File: src/rtl/uart_rx.sv
// UART receiver: 8N1 frames, 2-flop input synchronizer, mid-bit sampling.
// State | meaning: IDLE wait for start edge | START verify start at half bit | DATA shift 8 bits | STOP check stop bit | WAIT_IDLE wait for line high
module uart_rx #(
  parameter int CLKS_PER_BIT = 2
) (
  input  logic       i_Clock,
  input  logic       i_Rst_n,
  input  logic       i_Rx_Serial,
  output logic       o_Rx_DV,
  output logic [7:0] o_Rx_Byte,
  output logic       o_Rx_Frame_Err,
  output logic       o_Rx_Active
);

  localparam logic [7:0] LAST = 8'(CLKS_PER_BIT - 1);
  localparam logic [7:0] HALF = 8'((CLKS_PER_BIT - 1) / 2);

  typedef enum logic [2:0] {
    S_IDLE,
    S_START,
    S_DATA,
    S_STOP,
    S_WAIT_IDLE
  } state_t;

  state_t      r_state;
  logic        r_sync1;
  logic        r_sync2;
  logic [7:0]  r_cnt;
  logic [2:0]  r_idx;
  logic [7:0]  r_shift;
  logic [1:0]  r_warm;
  logic        r_armed;
  logic        r_dv;
  logic        r_err;
  logic        r_active;
  logic [7:0]  r_byte;

  always_ff @(posedge i_Clock) begin
    if (!i_Rst_n) begin
      r_state  <= S_IDLE;
      r_sync1  <= 1'b1;
      r_sync2  <= 1'b1;
      r_cnt    <= 8'd0;
      r_idx    <= 3'd0;
      r_shift  <= 8'h00;
      r_warm   <= 2'd0;
      r_armed  <= 1'b0;
      r_dv     <= 1'b0;
      r_err    <= 1'b0;
      r_active <= 1'b0;
      r_byte   <= 8'h00;
    end else begin
      r_sync1 <= i_Rx_Serial;
      r_sync2 <= r_sync1;
      r_dv    <= 1'b0;
      r_err   <= 1'b0;
      case (r_state)
        S_IDLE: begin
          r_cnt <= 8'd0;
          r_idx <= 3'd0;
          // After reset the synchronizer holds its reset value for two edges;
          // only then can the real line level be trusted to arm the receiver.
          if (!r_armed) begin
            if (r_warm != 2'd2) begin
              r_warm <= r_warm + 2'd1;
            end else if (r_sync2) begin
              r_armed <= 1'b1;
            end else begin
              r_state  <= S_WAIT_IDLE;
              r_active <= 1'b1;
            end
          end else if (!r_sync2) begin
            r_state  <= S_START;
            r_active <= 1'b1;
          end
        end
        S_START: begin
          if (r_cnt == HALF) begin
            r_cnt <= 8'd0;
            if (!r_sync2) begin
              r_state <= S_DATA;
            end else begin
              r_state  <= S_IDLE;
              r_active <= 1'b0;
            end
          end else begin
            r_cnt <= r_cnt + 8'd1;
          end
        end
        S_DATA: begin
          if (r_cnt == LAST) begin
            r_cnt          <= 8'd0;
            r_shift[r_idx] <= r_sync2;
            if (r_idx == 3'd7) begin
              r_idx   <= 3'd0;
              r_state <= S_STOP;
            end else begin
              r_idx <= r_idx + 3'd1;
            end
          end else begin
            r_cnt <= r_cnt + 8'd1;
          end
        end
        S_STOP: begin
          if (r_cnt == LAST) begin
            r_cnt <= 8'd0;
            if (r_sync2) begin
              r_byte   <= r_shift;
              r_dv     <= 1'b1;
              r_state  <= S_IDLE;
              r_active <= 1'b0;
            end else begin
              r_err   <= 1'b1;
              r_state <= S_WAIT_IDLE;
            end
          end else begin
            r_cnt <= r_cnt + 8'd1;
          end
        end
        S_WAIT_IDLE: begin
          if (r_sync2) begin
            r_armed  <= 1'b1;
            r_state  <= S_IDLE;
            r_active <= 1'b0;
          end
        end
        default: begin
          r_state  <= S_IDLE;
          r_active <= 1'b0;
        end
      endcase
    end
  end

  assign o_Rx_DV        = r_dv;
  assign o_Rx_Byte      = r_byte;
  assign o_Rx_Frame_Err = r_err;
  assign o_Rx_Active    = r_active;

endmodule

File: config.mk
export PLATFORM = sky130hd
export DESIGN_NAME = uart_rx
export DESIGN_NICKNAME = d
export VERILOG_FILES = /design/src/rtl/uart_rx.sv
export SDC_FILE = /design/constraint.sdc
export NUM_CORES = 1
export LEC_CHECK = 0
export CAP_MARGIN = 10
export CORE_ASPECT_RATIO = 0.9
export CORE_MARGIN = 1
export CORE_UTILIZATION = 23
export CTS_CLUSTER_SIZE = 14
export DETAILED_ROUTE_END_ITERATION = 16
export DONT_BUFFER_PORTS = 1
export SKIP_CTS_REPAIR_TIMING = 1
export SYNTH_ARGS = -nofsm -noshare
export SYNTH_HDL_FRONTEND = slang
export SYNTH_SLANG_ARGS = --single-unit
export TNS_END_PERCENT = 100
File: constraint.sdc
create_clock -name i_Clock -period 2.26 [get_ports i_Clock]
set_input_delay 0.226 -clock i_Clock [delete_from_list [all_inputs] [get_ports i_Clock]]
set_output_delay 0.226 -clock i_Clock [all_outputs]
set_load 0.03 [all_outputs]
---- Word level (Yosys, flattened, before mapping) ----
Cells that the tools add are included.
storage, ports and cells
  register bits ........................... 38
  latch bits .............................. 0
  memory bits (writable) .................. 0
  word-level logic and storage cells ...... 83
  memories kept ........................... 0
  memory bits (read-only) ................. 0
  bits of input ports ..................... 3
operators by class
  $lt $le $gt $ge ......................... 2
  divide/modulo/power cells ............... 0
  shift operators ......................... 0
  add/sub/neg operators ................... 3
  equal/unequal tests ..................... 15
  reductions and logical operators ........ 15
  multiplexer cells ....................... 34
  bitwise operators ....................... 2
  multiply operators ...................... 0
operator list
  kind                   number
  $mux W3                12
  $pmux W8 S3            1
  $mux W8                2
  $pmux W3 S5            1
  $mux W1                12
  $ne A2 B2 Y1 const B   6
  $ne A3 B3 Y1 const B   3
  $reduce_and A3 Y1      3
  $add A8 B1 Y8 const B  1
  $bwmux W8              1
  $eq A8 B1 Y1 const B   1
  $logic_not A8 Y1       1
  $reduce_and A8 Y1      1
  $eq A3 B2 Y1 const B   2
  $eq A3 B3 Y1 const B   2
  $pmux W3 S2            1
  $reduce_and A2 Y1      3
  $pmux W1 S5            1
  $lt A3 B4 Y1 const B   1
  $reduce_and A4 Y1      1
  $reduce_bool A2 Y1     2
  $add A3 B1 Y3 const B  1
  $demux W1 S3           1
  $eq A3 B1 Y1 const B   1
  other kinds (9)        10

---- Longest topological paths before layout ----
  word-level depth ........................ 5
  gate-level depth with buffers ........... 7

---- Worst setup path before layout ----
OpenSTA, ideal clock, no wires.
  path kind ............................... reg2reg
  start point ............................. reg r_cnt[1]
  end point ............................... reg r_cnt[2]
  data arrival time ....................... 1,833 ps
  period minus slack after synthesis ...... 1,903 ps
  stages on the path, launching flop included .. 8
  buffers on the path ..................... 0
  slack ................................... 357 ps
  cells stage by stage .................... dfxtp_1 > inv_1 > ha_1 > mux2_2 > a31oi_4 > nand2b_1 > or3b_1 > a21oi_1
on the way
  longest elaborated chain between the ends .. 3
RTL lines
  what                                   RTL line      text
  start, declared                        29            logic [7:0] r_cnt;
  start signal, assigned                 88            r_cnt <= r_cnt + 8'd1;
  start signal, assigned                 102           r_cnt <= r_cnt + 8'd1;
  start signal, assigned                 118           r_cnt <= r_cnt + 8'd1;
  $add A8 B1 Y8 (tied with other cells)  88, 102, 118
  $mux W8 (on tied branches)             92, 106, 79
  $pmux W8 S3 (*)                        58            case (r_state)
Every way passes the cells marked *; elsewhere a longest branch is shown, timed or not.
A chain may end at the register's enable or synchronous reset.

---- Final worst setup path ----
  start point ............................. reg r_cnt[0]
  end point ............................... reg r_cnt[2]
The elaborated chain is that of the path after synthesis.

==> summary.txt <==
Place
  – Post-placement worst setup slack: roughly 160 ps
  – Placer congestion estimate: approximately 0.9
  – Port Buf Inserts: 0
  – # placed instances: 299
  – DP HPWL: 2.44 mm

Setup path
  – Worst-case reg-to-reg path depth: 7
  – Crit-path leading delay family: simple AND/OR/NAND/NOR gates
  – CP endpoint kind: flop
  – RR Startpoint: r_cnt[0]
  – Critical path class: reg2reg
  – CP required: between 2000 and 2500 ps
  – Cell depth of the worst setup path: 7
  – WP buf/inv: 1
  – Max FO, Critical Path: 8
  – Capturing point of the worst reg2reg path: r_cnt[2]
  – CP Data Arrival Time: ~2300 ps
  – Setup slack, reg-to-reg: around 150 ps
  – CP max stage delay: between 400 and 500 ps
  – CP Launch Point: r_cnt[0]
  – Startpoint Class: flop
  – Crit-path cells: inv_1 -> ha_1 -> mux2_2 -> a31oi_4 -> nand2b_1 -> or3b_1 -> a21oi_1
  – Slowest CP cell: dfxtp_1

Clocking
  – Inserted Clock Buffers: 5
  – Max clock buf depth: 2
  – Clock Sinks: 38
  – H-tree levels: 2
  – CTS Root Cell: clkbuf_8
  – Clock-pin slew on the worst setup and hold paths: 70 ps
  – CTS tree: yes
  – Clk_lat worst skew: around 290 ps

Floorplanning
  – Core Region: just under 8000 µm²
  – Die Y-Extent: between 80 and 90 µm
  – Row cnt: 30
  – Die width: 97.0 µm
  – Num ports: 14
  – Die Footprint: 8490 µm²
  – Starting density of the core: approximately a quarter

Detailed routing
  – DRT iter0 DRCs: 44
  – Via count: between 1,000 and 1,500
  – Total Routed Length: roughly 3.6 mm
  – Post-route DRC: 0
  – DRT Pass-1 Iters: 4
  – Avg WL per Cell: between 10 and 15 µm
  – Vias per Instance: 4.69
  – DRT antenna net count: 0

Hold path
  – Hold Path Sink: r_sync1
  – Worst hold stages: 1
  – HP Class: in2reg
  – Hold wc startpoint: i_Rst_n

Layout
  – Fillers: 826
  – # nets final: 219
  – Share of cells above drive strength 1: about 11%
  – Layout area overhead: 10.8%
  – Ant. Diodes: 0
  – Final std cells w/o fill: 307

Global route
  – GR Overflow Total: 0
  – Grt peak-use layer: met2
  – Total track usage: under 10%
  – Initial antenna violation count: 0
  – First-pass GRT wire length: approximately 6.0 mm
  – Met3 global-route usage: under 10%
  – Vias in the first global route: about 1,200
  – Largest net degree at the start of global routing: 30
  – Met1 Track Usage GR: between 10% and 20%
  – Met2 Usage GRT: roughly an eighth

STA
  – Period utilization: between 90% and 100%
  – Final hold violations: 0
  – Total negative slack: 0 ps
  – Unrepaired setup endpoints after global routing: false
  – Worst slew margin: between 30% and 40%
  – Fmax achieved: between 400 and 500 MHz
  – Max Slew Vio Count: 0
  – Final setup violation count: 0
  – Slew @ Worst Pin: 918 ps
  – Skew final: between 7 and 8 ps
  – Crit path time final: around 2100 ps
  – Final worst slack: 149 ps

Synth
  – Gate Count Post-Synth: 210
  – Register area share after synthesis: about two fifths
  – Ys async rst share: 0%
  – Warnings, synthesis: 0
  – Synthesized net count: 219
  – EDFF count, synth: 0
  – Synth top area share: about two fifths
  – Yosys top cell by area: dfxtp_1
  – Most common cell in the netlist: dfxtp_1
  – Top cells by area, synth: dfxtp_1, mux2i_1, nor2_1
  – Mapped Area: ~1900 µm²
  – Synth Flop Type: dfxtp_1
  – Count of different cell masters after synthesis: 43
  – Post-Syn Area per Cell: ~8.9 µm²
  – Post-synth top cells: dfxtp_1, nor2_1, mux2i_1
  – Seq cells post-synth: 38

Pwr
  – IR drop worst, VDD: about 0.56 mV
  – Seq pwr share: between 40 and 50%
  – P_sw: 0.440 mW
  – Total power: between 1.5 and 2 mW
  – Switching Fraction: around 28%
  – Power share of the clock group: about 35%
  – Pwr dens: 769 nW/µm²
  – Combinational share of power: between 10% and 20%
  – Internal: between 1 and 1.5 mW
  – Leakage: 0.749 nW

Outcome
  – Outcome: completed

Job
  – Max Cap Viol: 0
## cells in the final DEF, fill, tap and decap left out, drive strengths merged, types with 5 or more instances in the layout
cell type / Yosys / routed
nor2b: 7 / 7
nand2: 12 / 12
clkbuf: 6 / 5
a21oi: 11 / 11
dfxtp: 38 / 38
mux2i: 19 / 19
nand3: 9 / 9
nor2: 31 / 31
nor4: 8 / 8
ha: 6 / 6
o21ai: 6 / 6
inv: 8 / 8
nor3: 9 / 9
nand2b: 5 / 5
## kinds of logic (layout without fill, tap and decap cells)
group           count (synthesis)  count (layout)  share of synthesized area, %
compound gates                 32              32                          11.6
xor+xnor                        1               1                         0.469
simple gates                   94              94                          27.8
buf+inv                        19              20                          4.69
fa+ha+maj                       6               6                          4.02
flops                          38              38                          40.7
mux                            20              20                          10.8
## cell type report
| type | count | area, µm² | share of cell area, % |
|---|---|---|---|
| tap | 96 | 120 | 5.80 |
| clock buffer | 5 | 68.8 | 3.32 |
| sequential | 38 | 761 | 36.7 |
| timing repair buffer | 4 | 30.0 | 1.45 |
| clock inverter | 3 | 40.0 | 1.93 |
| multi-input combinational | 153 | 1020 | 49.3 |
| inverter | 8 | 30.0 | 1.45 |
## worst max path at each step
stage | endpoint | slack, ps
2_1_floorplan | r_cnt[2] | 360
3_3_place_gp | r_cnt[2] | 270
3_5_place_dp | r_cnt[2] | 160
4_1_cts | r_cnt[2] | 150
5_1_grt | r_cnt[2] | 20
6_report | r_cnt[2] | 150
## power by group through the flow
stage               clock network, mW  registers, mW  logic, mW
global placement                    0          0.759      0.274
CTS                             0.584          0.744      0.282
floorplan                           0          0.741      0.244
detailed placement                  0          0.759      0.280
finish                          0.564          0.745      0.283
global route                    0.606          0.751      0.319
## metal layers
| layer | up-vias | routed length, µm | share of wire [%] |
|---|---|---|---|
| met5 | - | 0 | 0 |
| met4 | 0 | 75 | 2.1 |
| met3 | 6 | 125 | 3.5 |
| met2 | 22 | 1520 | 42 |
| met1 | 672 | 1880 | 52 |
| li1 | 740 | - | - |
## worst reg2reg max path, stage by stage (launching register included)
cell,delay (ps)
dfxtp_1,460
inv_1,80
ha_1,200
mux2_2,290
a31oi_4,280
nand2b_1,200
or3b_1,400
a21oi_1,120
## state kept, by name, indices dropped and copies added (netlist names), 2 cells and up
signal and count:
o_Rx_Byte 8, r_idx 3, r_shift 8, r_state 3
r_warm 2, r_cnt 8
## per-stage QoR
step                instance area (µm²)  util, %  hold WS, ps
floorplan                          1870        -          299
global placement                   1960     25.5          303
detailed placement                 1960     25.5          305
CTS                                2070     26.9         1.69
global route                       2070     26.9         1.22
finish                             2070     26.9         12.5
Note: power is estimated with default switching activity, not from simulation.
